$ cat config.mk
export PLATFORM = sky130hd
export DESIGN_NAME = tpumac_pipe
export DESIGN_NICKNAME = d
export VERILOG_FILES = /design/src/rtl/tpumac_pipe.sv
export SDC_FILE = /design/constraint.sdc
export NUM_CORES = 1
export LEC_CHECK = 0
export BUFFER_PORTS_ARGS = -buffer_cell sky130_fd_sc_hd__buf_2
export CAP_MARGIN = 20
export CORE_MARGIN = 3
export CORE_UTILIZATION = 40
export CTS_CLUSTER_SIZE = 28
export DETAILED_ROUTE_END_ITERATION = 6
export GPL_ROUTABILITY_DRIVEN = 0
export GPL_TIMING_DRIVEN = 0
export MAX_ROUTING_LAYER = met4
export SYNTH_ARGS = -nofsm -noshare
export SYNTH_HDL_FRONTEND = slang
export SYNTH_SLANG_ARGS = --single-unit
$ cat constraint.sdc
create_clock -name clk -period 5.1 [get_ports clk]
set_input_delay 0.255 -clock clk [delete_from_list [all_inputs] [get_ports clk]]
set_output_delay 0.255 -clock clk [all_outputs]
set_load 0.05 [all_outputs]
$ cat src/rtl/tpumac_pipe.sv
// Systolic-array MAC cell: forwards A/B one hop and accumulates signed A*B into Cout; optional clamp via `TPUMAC_SATURATE_EN.
// Latency: Aout/Bout 1 cycle; product reaches Cout after 1 (PIPE=0) or 2 (PIPE=1) cycles, one product per cycle.
// Backpressure: none; en may toggle every cycle, and a clr/WrEn edge squashes any product still in flight.
module tpumac_pipe #(
    parameter int BITS_AB = 8,
    parameter int BITS_C  = 16,
    parameter int PIPE    = 1
) (
    input  logic                       clk,
    input  logic                       rst,
    input  logic                       en,
    input  logic                       WrEn,
    input  logic                       clr,
    input  logic signed [BITS_AB-1:0]  Ain,
    input  logic signed [BITS_AB-1:0]  Bin,
    input  logic signed [BITS_C-1:0]   Cin,
    output logic signed [BITS_AB-1:0]  Aout,
    output logic signed [BITS_AB-1:0]  Bout,
    output logic signed [BITS_C-1:0]   Cout,
    output logic                       acc_vld,
    output logic                       ovf
);

    // Full-precision product width and the one-bit-wider sum used to spot overflow.
    localparam int PW = 2 * BITS_AB;
    localparam int SW = BITS_C + 1;

    logic [BITS_AB-1:0] a_q, a_d;
    logic [BITS_AB-1:0] b_q, b_d;
    logic [BITS_C-1:0]  c_q, c_d;
    logic               ovf_q, ovf_d;
    logic               acc_vld_q, acc_vld_d;

    logic signed [PW-1:0] prod_now;
    logic                 issue;
    logic                 add_vld;
    logic [PW-1:0]        add_val;
    logic [SW-1:0]        sum;
    logic                 sum_ovf;
    logic [BITS_C-1:0]    acc_res;

    // Product formed from the live operands; both casts sign-extend before multiplying.
    assign prod_now = PW'(Ain) * PW'(Bin);

    // A load or clear on this edge takes precedence, so no product is issued alongside it.
    assign issue = en & ~WrEn & ~clr;

    generate
        if (PIPE != 0) begin : g_pipe
            logic [PW-1:0] prod_q, prod_d;
            logic          pv_q, pv_d;

            // Stage 1: capture an issued product; pv drops on any non-issuing edge, which also squashes on clr/WrEn.
            always_comb begin
                prod_d = prod_q;
                pv_d   = issue;
                if (issue) begin
                    prod_d = prod_now;
                end
            end

            // Stage 1 registers.
            always_ff @(posedge clk) begin
                if (rst) begin
                    prod_q <= '0;
                    pv_q   <= 1'b0;
                end else begin
                    prod_q <= prod_d;
                    pv_q   <= pv_d;
                end
            end

            // Stage 2 drains regardless of en, but a clr/WrEn edge discards the held product.
            assign add_vld = pv_q & ~clr & ~WrEn;
            assign add_val = prod_q;
        end else begin : g_nopipe
            assign add_vld = issue;
            assign add_val = prod_now;
        end
    endgenerate

    // Sign-extended sum one bit wider than the accumulator; top two bits differing means overflow.
    assign sum     = {c_q[BITS_C-1], c_q} + {{(SW-PW){add_val[PW-1]}}, add_val};
    assign sum_ovf = sum[SW-1] ^ sum[SW-2];

`ifdef TPUMAC_SATURATE_EN
    localparam logic [BITS_C-1:0] C_MAX = {1'b0, {(BITS_C-1){1'b1}}};
    localparam logic [BITS_C-1:0] C_MIN = {1'b1, {(BITS_C-1){1'b0}}};

    // Clamp toward the true sign (the extra sum bit) when the result does not fit.
    always_comb begin
        acc_res = sum[BITS_C-1:0];
        if (sum_ovf) begin
            acc_res = sum[SW-1] ? C_MIN : C_MAX;
        end
    end
`else
    // Two's-complement wrap: just drop the extra sum bit.
    assign acc_res = sum[BITS_C-1:0];
`endif

    // Next state for forwarding registers, accumulator, sticky flag and valid strobe (clr > WrEn > accumulate).
    always_comb begin
        a_d       = a_q;
        b_d       = b_q;
        c_d       = c_q;
        ovf_d     = ovf_q;
        acc_vld_d = 1'b0;
        if (en) begin
            a_d = Ain;
            b_d = Bin;
        end
        if (clr) begin
            c_d   = '0;
            ovf_d = 1'b0;
        end else if (WrEn) begin
            c_d   = Cin;
            ovf_d = 1'b0;
        end else if (add_vld) begin
            c_d       = acc_res;
            ovf_d     = ovf_q | sum_ovf;
            acc_vld_d = 1'b1;
        end
    end

    // State registers with synchronous reset.
    always_ff @(posedge clk) begin
        if (rst) begin
            a_q       <= '0;
            b_q       <= '0;
            c_q       <= '0;
            ovf_q     <= 1'b0;
            acc_vld_q <= 1'b0;
        end else begin
            a_q       <= a_d;
            b_q       <= b_d;
            c_q       <= c_d;
            ovf_q     <= ovf_d;
            acc_vld_q <= acc_vld_d;
        end
    end

    assign Aout    = a_q;
    assign Bout    = b_q;
    assign Cout    = c_q;
    assign ovf     = ovf_q;
    assign acc_vld = acc_vld_q;

endmodule

==> run_results.csv, run 1 <==
group,metric,value,unit
detailed_routing,drc_errors,0,
detailed_routing,num_vias,4374,
worst_setup_path,crit_fanout,9,
global_route,grt_pass1_vias,4345,
detailed_routing,dr.pass1.iters,4,
global_route,top_usage_layer,"met2",
power,power.density,338.8,mW/mm^2
cts,numCtsBuffers,5,
power,power,1.988,mW
worst_setup_path,cp.required,5270,ps
floorplan,core_area,0.01231,mm^2
synthesis,synthFlopType,"dfxtp_1",
cts,postCtsHoldBufs,0,
global_route,use_met3,0.02403,
synthesis,ys_ff_latch,51,
floorplan,io_pins,71,
power,power_leakage,2.762,nW
sta,grt_setup_unrepaired,"no",
sta,fmax,223.9,MHz
synthesis,ys_warn_count,0,
sta,finalSetupViolCount,0,
worst_setup_path,end_kind,"flop",
status,status,"finished, final reports clean",
worst_setup_path,cp-start-kind,"input port",
detailed_routing,detail-route-antenna-nets,0,
layout,antenna_cells,0,
layout,layout-drive-gt1-share,0.1283,
cts,cts_buffer_depth,2,
cts,post_cts_resized,0,
worst_setup_path,crit_arrival,4640,ps
detailed_routing,wl,12190,um
worst_setup_path,cp.depth,16,
worst_setup_path,r2r_cells,9,
synthesis,syn_nets,743,
hold_path,hold_depth,3,
layout,synthToLayoutAreaGrowth,13.29,%
floorplan,die_area,0.01435,mm^2
hold_path,whs_endpoint,"Cout[7]$_SDFFE_PP0P_",
layout,final_cell_mix,"inv_1, buf_2, nand2_1",
placed_design,io_buffers,65,
cts,clk_latency,300,ps
sta,tightest_slew,819.9,ps
worst_setup_path,reg2reg_to,"Cout[12]$_SDFFE_PP0P_",
hold_path,min_path_type,"input port to flop",
power,peakVddDrop,0.1727,mV
floorplan,start_util,0.4207,
floorplan,die_x,119.8,um
layout,n_fill_cell,1266,
layout,fin_nets,815,
cts,cts_tree,"yes",
synthesis,synth_cell_types,56,
worst_setup_path,path_cells,"buf_2, and2_1, fa_1, inv_1, fa_1, inv_1, fa_1, inv_1, fa_1, inv_1, ha_1, or2_2, a2111oi_0, a211oi_1, xnor2_1, a21oi_1",
global_route,grt_max_degree,19,
synthesis,synth_edf_count,0,
sta,fin_crit_sh,0.8759,
global_route,grt_overflow_total,0,
synthesis,synth_cells,605,
cts,cts_root_buffer,"clkbuf_16",
cts,clk_pin_slew_worst_paths,80,ps
detailed_routing,via_per_inst,5.170,
cts,htree_levels,2,
cts,clkSinkCount,51,
sta,clock_skew,6.287,ps
global_route,grt_pass1_wl,20930,um
worst_setup_path,r2r-start,"add_val[0]$_SDFFE_PP0P_",
detailed_routing,wire_per_inst,14.40,um
global_route,grt_use_total,0.1827,
flow_run,cap_violations,0,
sta,fin_setup_tns,0,ps
sta,hold_violations,0,
global_route,groute.layer.met1.usage,0.2467,
sta,maxSlewViolCount,0,
worst_setup_path,path_buf_inv,5,
worst_setup_path,r2r_slack,2280,ps
layout,final_common_cell,"inv_1",
synthesis,synth-seq-area-share,0.1971,
worst_setup_path,max_stage_delay,580,ps
worst_setup_path,critPathTopFamily,"adder cells",
placed_design,place_hpwl,10080,um
sta,fin_crit,4467,ps
sta,maxSlewHeadroom,0.4534,
hold_path,hold_start,"Cin[7]",
cts,postCtsSetupRepairBufs,0,
synthesis,synth_area,0.005180,mm^2
detailed_routing,first_iter_violations,200,
synthesis,async_flop_share,0,
global_route,gr-usage-met2,0.2924,
worst_setup_path,crit_path_top_delay_cell,"fa_1",
worst_setup_path,criticalPathCategory,"input port to flop",
floorplan,die_h,119.8,um
synthesis,avgSynthCellArea,8.562,um^2
global_route,antenna_found_initial,0,
floorplan,num_rows,40,
==> where the power goes <==
part	switching (mW)	internal (mW)
Sequential	0.0216	0.432
Combinational	0.658	0.517
Clock	0.172	0.188
==> Yosys cell counts, types with 2 or more instances <==
master | number | share of area
a2111oi_0 | 3 | 0.0051
a211oi_1 | 10 | 0.014
a21o_1 | 4 | 0.0058
a21oi_1 | 36 | 0.035
a31oi_1 | 5 | 0.0060
and2_1 | 40 | 0.048
and3_1 | 3 | 0.0036
buf_2 | 2 | 0.0019
clkbuf_1 | 16 | 0.012
dfxtp_1 | 51 | 0.20
fa_1 | 56 | 0.22
ha_1 | 45 | 0.11
inv_1 | 86 | 0.062
mux2i_1 | 17 | 0.033
nand2_1 | 57 | 0.041
nand2b_1 | 6 | 0.0072
nand3_1 | 7 | 0.0068
nand3b_1 | 4 | 0.0058
nand4_1 | 2 | 0.0024
nor2_1 | 48 | 0.035
nor2b_1 | 4 | 0.0048
nor3_1 | 10 | 0.0097
o2111ai_1 | 3 | 0.0051
o211a_1 | 2 | 0.0039
o211ai_1 | 6 | 0.0087
o21a_1 | 10 | 0.014
o21ai_0 | 21 | 0.020
o21bai_1 | 2 | 0.0029
o21bai_2 | 2 | 0.0043
o22ai_1 | 2 | 0.0024
o311ai_0 | 2 | 0.0034
or2_2 | 3 | 0.0036
or3_1 | 2 | 0.0024
xnor2_1 | 15 | 0.025
xor2_1 | 2 | 0.0034
==> kinds of logic after synthesis <==
logic type / count (synthesis) / synth area share
xor+xnor: 17 / 0.02875
mux: 17 / 0.03285
buf+inv: 106 / 0.07729
simple gates: 196 / 0.1877
flops: 51 / 0.1971
fa+ha+maj: 101 / 0.3251
compound gates: 117 / 0.1512
==> per-stage QoR <==
step                std cells  utilization  hold slack (ps)  setup slack [ps]  area [um^2]
CTS                       846       0.4766            180.0             615.8         5868
global route              846       0.4766            188.0             412.9         5868
detailed placement        838       0.4642            457.7             314.2         5715
global placement          838       0.4642            454.2             378.9         5715
floorplan                 605            -            385.4             831.6         5180
finish                    846       0.4766            182.9             632.9         5868
==> worst max path at each step <==
| stage | start | end | slack, ps |
|---|---|---|---|
| 2_1_floorplan | Bin[3] | add_val[15]$_SDFFE_PP0P_ | 830 |
| 3_3_place_gp | Bin[3] | add_val[15]$_SDFFE_PP0P_ | 380 |
| 3_5_place_dp | Bin[3] | add_val[15]$_SDFFE_PP0P_ | 310 |
| 4_1_cts | Bin[3] | add_val[15]$_SDFFE_PP0P_ | 620 |
| 5_1_grt | Bin[3] | add_val[15]$_SDFFE_PP0P_ | 410 |
| 6_report | Bin[3] | add_val[15]$_SDFFE_PP0P_ | 630 |
==> final cells by class <==
| cell class | instances | area (um^2) | share of cell area |
|---|---|---|---|
| Buffer | 19 | 73.82 | 0.01258 |
| Timing Repair Buffer | 65 | 325.3 | 0.05544 |
| Clock buffer | 5 | 125.1 | 0.02132 |
| Tap cell | 168 | 210.2 | 0.03582 |
| Clock inverter | 3 | 27.53 | 0.004691 |
| Multi-Input combinational cell | 448 | 3759 | 0.6405 |
| Sequential cell | 51 | 1021 | 0.1740 |
| Inverter | 87 | 326.6 | 0.05565 |
==> flip-flops by register name, summed over array words and instances, names as in the netlist <==
| name | cells |
|---|---|
| acc_vld | 1 |
| Cout | 16 |
| add_val | 16 |
| ovf | 1 |
| g_pipe.pv_q | 1 |
| Aout | 8 |
| Bout | 8 |
==> tightest hold or removal path: stages <==
cell     delay, ps
buf_2           80
a31oi_1         70
o21ai_0         50
==> layer usage <==
| metal | share of wire | vias to the layer above |
|---|---|---|
| met3 | 0.033 | 14 |
| met2 | 0.48 | 70 |
| met4 | 0.014 | 0 |
| met1 | 0.47 | 2137 |
| met5 | 0 | - |
| li1 | - | 2153 |
Power figures use the tool's default switching activity.
==> run 2, diff against run 1 <==
--- a/config.mk
+++ b/config.mk
@@ -8,12 +8,13 @@
 export BUFFER_PORTS_ARGS = -buffer_cell sky130_fd_sc_hd__buf_2
 export CAP_MARGIN = 20
 export CORE_MARGIN = 3
-export CORE_UTILIZATION = 40
+export CORE_UTILIZATION = 59
 export CTS_CLUSTER_SIZE = 28
 export DETAILED_ROUTE_END_ITERATION = 6
 export GPL_ROUTABILITY_DRIVEN = 0
 export GPL_TIMING_DRIVEN = 0
 export MAX_ROUTING_LAYER = met4
+export PLACE_DENSITY = 0.82
 export SYNTH_ARGS = -nofsm -noshare
 export SYNTH_HDL_FRONTEND = slang
 export SYNTH_SLANG_ARGS = --single-unit
==> constraint.sdc (replaced) <==
create_clock -name clk -period 4.6 [get_ports clk]
set_input_delay 0.23 -clock clk [delete_from_list [all_inputs] [get_ports clk]]
set_output_delay 0.23 -clock clk [all_outputs]
set_load 0.05 [all_outputs]
==> run 2 against run 1 <==
First-iteration DRC count down 8.5%. Clock skew is 1.6 ps lower. Cell area fell by 2.3%. Critical path depth stayed put. Core utilization rose by 21 points. Sequential cell count unchanged. Sequential power increased by 10%. Setup slack worse by 340 ps. Largest power group unchanged. Clock power decreased by 21%.
==> run_results.csv, run 2 (same netlist as run 1, synthesis figures left out) <==
group,metric,value,unit
status,status,"finished, final reports clean",
power,swShare,0.4383,
detailed_routing,wire_per_inst,14.43,um
floorplan,start_util,0.6180,
sta,clock_skew,4.681,ps
floorplan,die_x,99.70,um
detailed_routing,first_iter_violations,183,
layout,final_area,0.005733,mm^2
floorplan,core_area,0.008382,mm^2
layout,antenna_cells,0,
floorplan,die_area,0.009940,mm^2
worst_setup_path,cp-start-kind,"input port",
detailed_routing,detail-route-antenna-nets,0,
floorplan,die_h,99.70,um
power,seq_power_share,0.238,
sta,maxSlewHeadroom,0.5249,
layout,final_cell_mix,"inv_1, buf_2, nand2_1",
placed_design,place_hpwl,9427,um
worst_setup_path,end_kind,"flop",
power,power_leakage,2.738,nW
detailed_routing,via_per_inst,5.476,
worst_setup_path,path_buf_inv,5,
worst_setup_path,r2r-start,"Cout[0]$_SDFFE_PP0P_",
worst_setup_path,crit_fanout,9,
layout,layout-drive-gt1-share,0.1268,
power,power,2.103,mW
sta,finalSetupViolCount,0,
cts,cts_tree,"yes",
sta,tightest_slew,712.7,ps
cts,clkSinkCount,51,
global_route,grt_pass1_vias,4371,
worst_setup_path,cp.required,4790,ps
power,intPower,1.181,mW
floorplan,num_rows,33,
worst_setup_path,critPathTopFamily,"adder cells",
hold_path,min_path_type,"input port to flop",
cts,clk_latency,310,ps
sta,fin_crit,4306,ps
cts,cts_root_buffer,"clkbuf_8",
sta,fin_crit_sh,0.9360,
layout,ff_latch_area,0.001021,mm^2
layout,final_common_cell,"inv_1",
worst_setup_path,max_stage_delay,560,ps
detailed_routing,num_vias,4288,
power,power.density,366.8,mW/mm^2
hold_path,hold_start,"Cin[12]",
sta,hold_violations,0,
global_route,grt_use_total,0.2477,
detailed_routing,wl,11300,um
cts,cts_buffer_depth,2,
cts,clk_pin_slew_worst_paths,100,ps
detailed_routing,dr.pass1.iters,5,
layout,multi_input_area,0.003760,mm^2
worst_setup_path,startpoint,"Bin[3]",
power,peakVddDrop,0.2194,mV
power,comb_power_share,0.627,
global_route,grt_max_degree,16,
layout,final_util,0.6840,
cts,numCtsBuffers,5,
worst_setup_path,crit_arrival,4490,ps
sta,fmax,232.3,MHz
floorplan,io_pins,71,
cts,htree_levels,2,
detailed_routing,drc_errors,0,
global_route,grt_pass1_wl,19820,um
layout,n_fill_cell,685,
worst_setup_path,criticalPathCategory,"input port to flop",
power,power_frac_clock,0.135,
flow_run,cap_violations,0,
layout,fin_nets,815,
global_route,grt_overflow_total,0,
layout,synthToLayoutAreaGrowth,10.68,%
worst_setup_path,path_cells,"buf_2, and2_1, fa_1, inv_1, fa_1, inv_1, fa_1, inv_1, fa_1, inv_1, ha_1, or2_2, a2111oi_0, a211oi_1, xnor2_1, a21oi_1",
placed_design,place_area,0.005637,mm^2
global_route,antenna_found_initial,0,
placed_design,io_buffers,65,
sta,maxSlewViolCount,0,
worst_setup_path,crit_path_top_delay_cell,"fa_1",
power,power.net_switching,0.9218,mW
-- run 2: cell types whose count changed in the layout (fill, tap and decap cells not counted), sizes merged --
cell / change
clkbuf: +2
clkinvlp: -1
clkinv: +1
inv: -2
-- run 2: cell type report --
class | count | share of cell area
Sequential cell | 51 | 0.1781
Timing Repair Buffer | 65 | 0.05674
Buffer | 19 | 0.01288
Clock buffer | 7 | 0.01506
Inverter | 87 | 0.05696
Clock inverter | 1 | 0.001528
Multi-Input combinational cell | 448 | 0.6558
Tap cell | 105 | 0.02292
-- run 2: per-layer routing --
metal / share of wire / vias up / track usage
met1: 0.45 / 2001 / 0.3145
met4: 0.015 / 0 / 0.05357
met5: 0 / - / -
li1: - / 2147 / -
met3: 0.050 / 16 / 0.02595
met2: 0.49 / 124 / 0.4284
-- run 2: final timing paths --
kind / end / slack (ps) / cells after the start
hold / removal: Cout[12]$_SDFFE_PP0P_ / 150 / 2
hold reg to reg: add_val[9]$_SDFFE_PP0P_ / 470 / 2
setup reg to reg: Cout[12]$_SDFFE_PP0P_ / 1790 / 9
setup / recovery: add_val[15]$_SDFFE_PP0P_ / 290 / 16
-- run 2: through the flow --
stage / worst slack [ps] / TNS [ps] / std cells / hold WS (ps)
2_1_floorplan: 356.6 / 0 / 605 / 360.4
3_3_place_gp: -25.29 / -25.29 / 775 / 447.8
3_5_place_dp: -51.36 / -51.36 / 775 / 452.3
4_1_cts: 268.4 / 0 / 783 / 145.5
5_1_grt: -27.45 / -27.45 / 783 / 144.7
6_report: 294.5 / 0 / 783 / 147.2
-- run 2: power by group through the flow --
stage                     clock (mW)  combinational [mW]  sequential (mW)
after floorplan                    0                1.01            0.554
after global placement             0                1.25            0.510
after detailed placement           0                1.31            0.511
after CTS                      0.285                1.32            0.501
after global routing           0.300                1.52            0.505
final                          0.283                1.32            0.501
-- run 2: repair_timing --
action | CTS | global route
endpoints found under the hold margin | 0 | 0
resized for setup | 0 | 1
endpoints found under the setup margin | 0 | 1
buffers inserted | 0 | 0
hold buffers | 0 | 0
==> run 3, diff against run 2 <==
--- a/config.mk
+++ b/config.mk
@@ -5,11 +5,12 @@
 export SDC_FILE = /design/constraint.sdc
 export NUM_CORES = 1
 export LEC_CHECK = 0
+export ABC_AREA = 1
 export BUFFER_PORTS_ARGS = -buffer_cell sky130_fd_sc_hd__buf_2
 export CAP_MARGIN = 20
 export CORE_MARGIN = 3
-export CORE_UTILIZATION = 59
-export CTS_CLUSTER_SIZE = 28
+export CORE_UTILIZATION = 60
+export CTS_CLUSTER_SIZE = 8
 export DETAILED_ROUTE_END_ITERATION = 6
 export GPL_ROUTABILITY_DRIVEN = 0
 export GPL_TIMING_DRIVEN = 0
==> run 3 against run 2 <==
Global-route usage is 3.2 points higher. Largest power group unchanged. First-iteration DRC count is 130% higher. Critical path type unchanged. Via count is 23% higher. Largest cell class unchanged. Clock skew is 2.8 ps higher. Combinational power is 11% higher. Fmax is 0.23% lower. Wire length is 20% higher. Setup slack worse by 9.8 ps. Count of clock-buffer cells in the layout is 2 lower.
==> run_results.csv, run 3 <==
group,metric,value,unit
synthesis,synth_area,0.005637,mm^2
detailed_routing,dr.pass1.iters,7,
cts,cts_tree,"yes",
cts,clkSinkCount,51,
detailed_routing,first_iter_violations,421,
power,seq_power_share,0.213,
layout,ff_latch_area,0.001021,mm^2
worst_setup_path,crit_fanout,9,
synthesis,synth_cell_types,31,
worst_setup_path,path_common_cell,"inv_1",
sta,maxSlewViolCount,0,
placed_design,io_buffers,55,
cts,postCtsSetupRepairBufs,0,
synthesis,synth_cells,829,
floorplan,die_x,102.9,um
global_route,grt_pass1_wl,23070,um
detailed_routing,num_vias,5271,
cts,numCtsBuffers,5,
worst_setup_path,cp.required,4820,ps
detailed_routing,detail-route-antenna-nets,0,
detailed_routing,via_per_inst,5.271,
layout,final_cell_mix,"nand2_1, inv_1, nor2_1",
synthesis,avgSynthCellArea,6.799,um^2
synthesis,synth-seq-area-share,0.1811,
sta,hold_violations,0,
detailed_routing,wire_per_inst,13.58,um
floorplan,core_area,0.008934,mm^2
cts,cts_root_buffer,"clkbuf_8",
placed_design,place_hpwl,11270,um
synthesis,synthFlopType,"dfxtp_1",
worst_setup_path,cp-start-kind,"input port",
synthesis,yosys-top-cells-count,"nand2_1, inv_1, nor2_1",
power,swShare,0.4834,
layout,final_util,0.6901,
worst_setup_path,max_stage_delay,550,ps
power,peakVddDrop,0.2878,mV
sta,tightest_slew,640.4,ps
synthesis,syn_nets,967,
floorplan,start_util,0.6310,
sta,fmax,231.7,MHz
synthesis,async_flop_share,0,
worst_setup_path,critPathTopFamily,"adder cells",
cts,postCtsHoldBufs,0,
layout,layout-drive-gt1-share,0.09305,
sta,finalSetupViolCount,0,
sta,grt_setup_unrepaired,"no",
layout,final_area,0.006165,mm^2
synthesis,synth_top_area_cell,"fa_1",
detailed_routing,wl,13580,um
global_route,antenna_found_initial,0,
worst_setup_path,path_cells,"clkbuf_1, nand2_1, inv_1, fa_1, inv_1, fa_1, fa_1, fa_1, inv_1, ha_1, nand2_1, inv_1, a21oi_1, nand2_1, nor2_1, inv_1, nand2_1, nand3_1, nand2_1, inv_1",
power,power_leakage,3.641,nW
worst_setup_path,crit_path_top_delay_cell,"fa_1",
power,intPower,1.174,mW
floorplan,die_area,0.01059,mm^2
sta,clock_skew,7.519,ps
power,power_frac_clock,0.145,
synthesis,yosysMostFrequentCell,"nand2_1",
floorplan,die_h,102.9,um
power,power,2.273,mW
global_route,grt_pass1_vias,4989,
global_route,grt_max_degree,18,
global_route,groute.layer.met1.usage,0.3979,
detailed_routing,drc_errors,0,
worst_setup_path,path_buf_inv,7,
floorplan,io_pins,71,
sta,fin_crit_sh,0.9381,
global_route,use_met3,0.03383,
synthesis,ys_warn_count,0,
synthesis,yosysTopAreaCellShare,0.1989,
sta,maxSlewHeadroom,0.5731,
cts,cts_buffer_depth,2,
cts,post_cts_resized,0,
synthesis,synth_edf_count,0,
layout,n_fill_cell,779,
sta,fin_setup_tns,0,ps
global_route,grt_overflow_total,0,
cts,clk_pin_slew_worst_paths,100,ps
hold_path,min_path_type,"input port to flop",
global_route,top_usage_layer,"met2",
placed_design,place_area,0.006047,mm^2
layout,multi_input_area,0.003712,mm^2
layout,final_common_cell,"nand2_1",
power,power.net_switching,1.099,mW
cts,clk_latency,320,ps
worst_setup_path,crit_arrival,4540,ps
synthesis,ys_ff_latch,51,
synthesis,synthTopCellsByArea,"fa_1, dfxtp_1, nand2_1, inv_1, ha_1",
global_route,grt_use_total,0.2802,
status,status,"finished, final reports clean",
worst_setup_path,end_kind,"flop",
flow_run,cap_violations,0,
layout,fin_nets,1029,
layout,synthToLayoutAreaGrowth,9.367,%
power,comb_power_share,0.641,
floorplan,num_rows,34,
global_route,gr-usage-met2,0.4327,
layout,antenna_cells,0,
power,power.density,368.7,mW/mm^2
worst_setup_path,criticalPathCategory,"input port to flop",
cts,htree_levels,2,
sta,fin_crit,4315,ps
==> run 3: worst paths after layout <==
kind / slack [ps] / end / cells after the start / from
max reg2reg: 2720 / ovf$_SDFFE_PP0P_ / 11 / Cout[0]$_SDFFE_PP0P_
max: 280 / add_val[15]$_SDFFE_PP0P_ / 20 / Bin[3]
min reg2reg: 490 / add_val[6]$_SDFFE_PP0P_ / 2 / add_val[6]$_SDFFE_PP0P_
min: 170 / add_val[6]$_SDFFE_PP0P_ / 2 / rst
==> run 3: cell families after synthesis <==
kind of cell,synth area share
DFF,0.1811
AOI/OAI and AO/OA,0.09434
and+or+nand+nor,0.2468
buffers and inverters,0.1603
adders and majority gates,0.2988
xor gates and xnor gates,0.01865
==> run 3: cell type report <==
cell class                      instances  share of cell area
Buffer                                 28             0.02070
Clock buffer                            5             0.01116
Clock inverter                          3            0.007713
Inverter                              207              0.1260
Multi-Input combinational cell        543              0.6022
Sequential cell                        51              0.1656
Tap cell                              108             0.02192
Timing Repair Buffer                   55             0.04465
==> run 3: worst reg2reg max path: cells and delay by family, from the launching register on <==
kind                     cells  cell delay, ps
adder cells (fa/ha/maj)      2             610
buffers and inverters        1              50
flip-flops                   1             370
AND/OR/NAND/NOR              7             510
AO/OA/AOI/OAI                1             260
==> run 3: power groups by stage <==
stage          clock network (mW)  logic, mW  registers, mW
2_1_floorplan                   0       1.11          0.540
3_3_place_gp                    0       1.39          0.494
3_5_place_dp                    0       1.44          0.494
4_1_cts                     0.336       1.45          0.484
5_1_grt                     0.351       1.70          0.487
6_report                    0.331       1.46          0.484
==> run 3: stage by stage <==
stage / cells / worst slack [ps] / hold WS (ps)
after floorplan: 829 / 589.5 / 299.1
after global placement: 992 / 57.90 / 463.9
after detailed placement: 992 / -25.13 / 473.3
after CTS: 1000 / 291.5 / 163.6
after global routing: 1000 / 52.49 / 171.4
final: 1000 / 284.7 / 169.2
==> run 3: metal layers <==
| layer | up-vias | wire, um |
|---|---|---|
| li1 | 2605 | - |
| met1 | 2441 | 6131 |
| met2 | 204 | 6130 |
| met3 | 21 | 1081 |
| met4 | 0 | 233 |
| met5 | - | 0 |
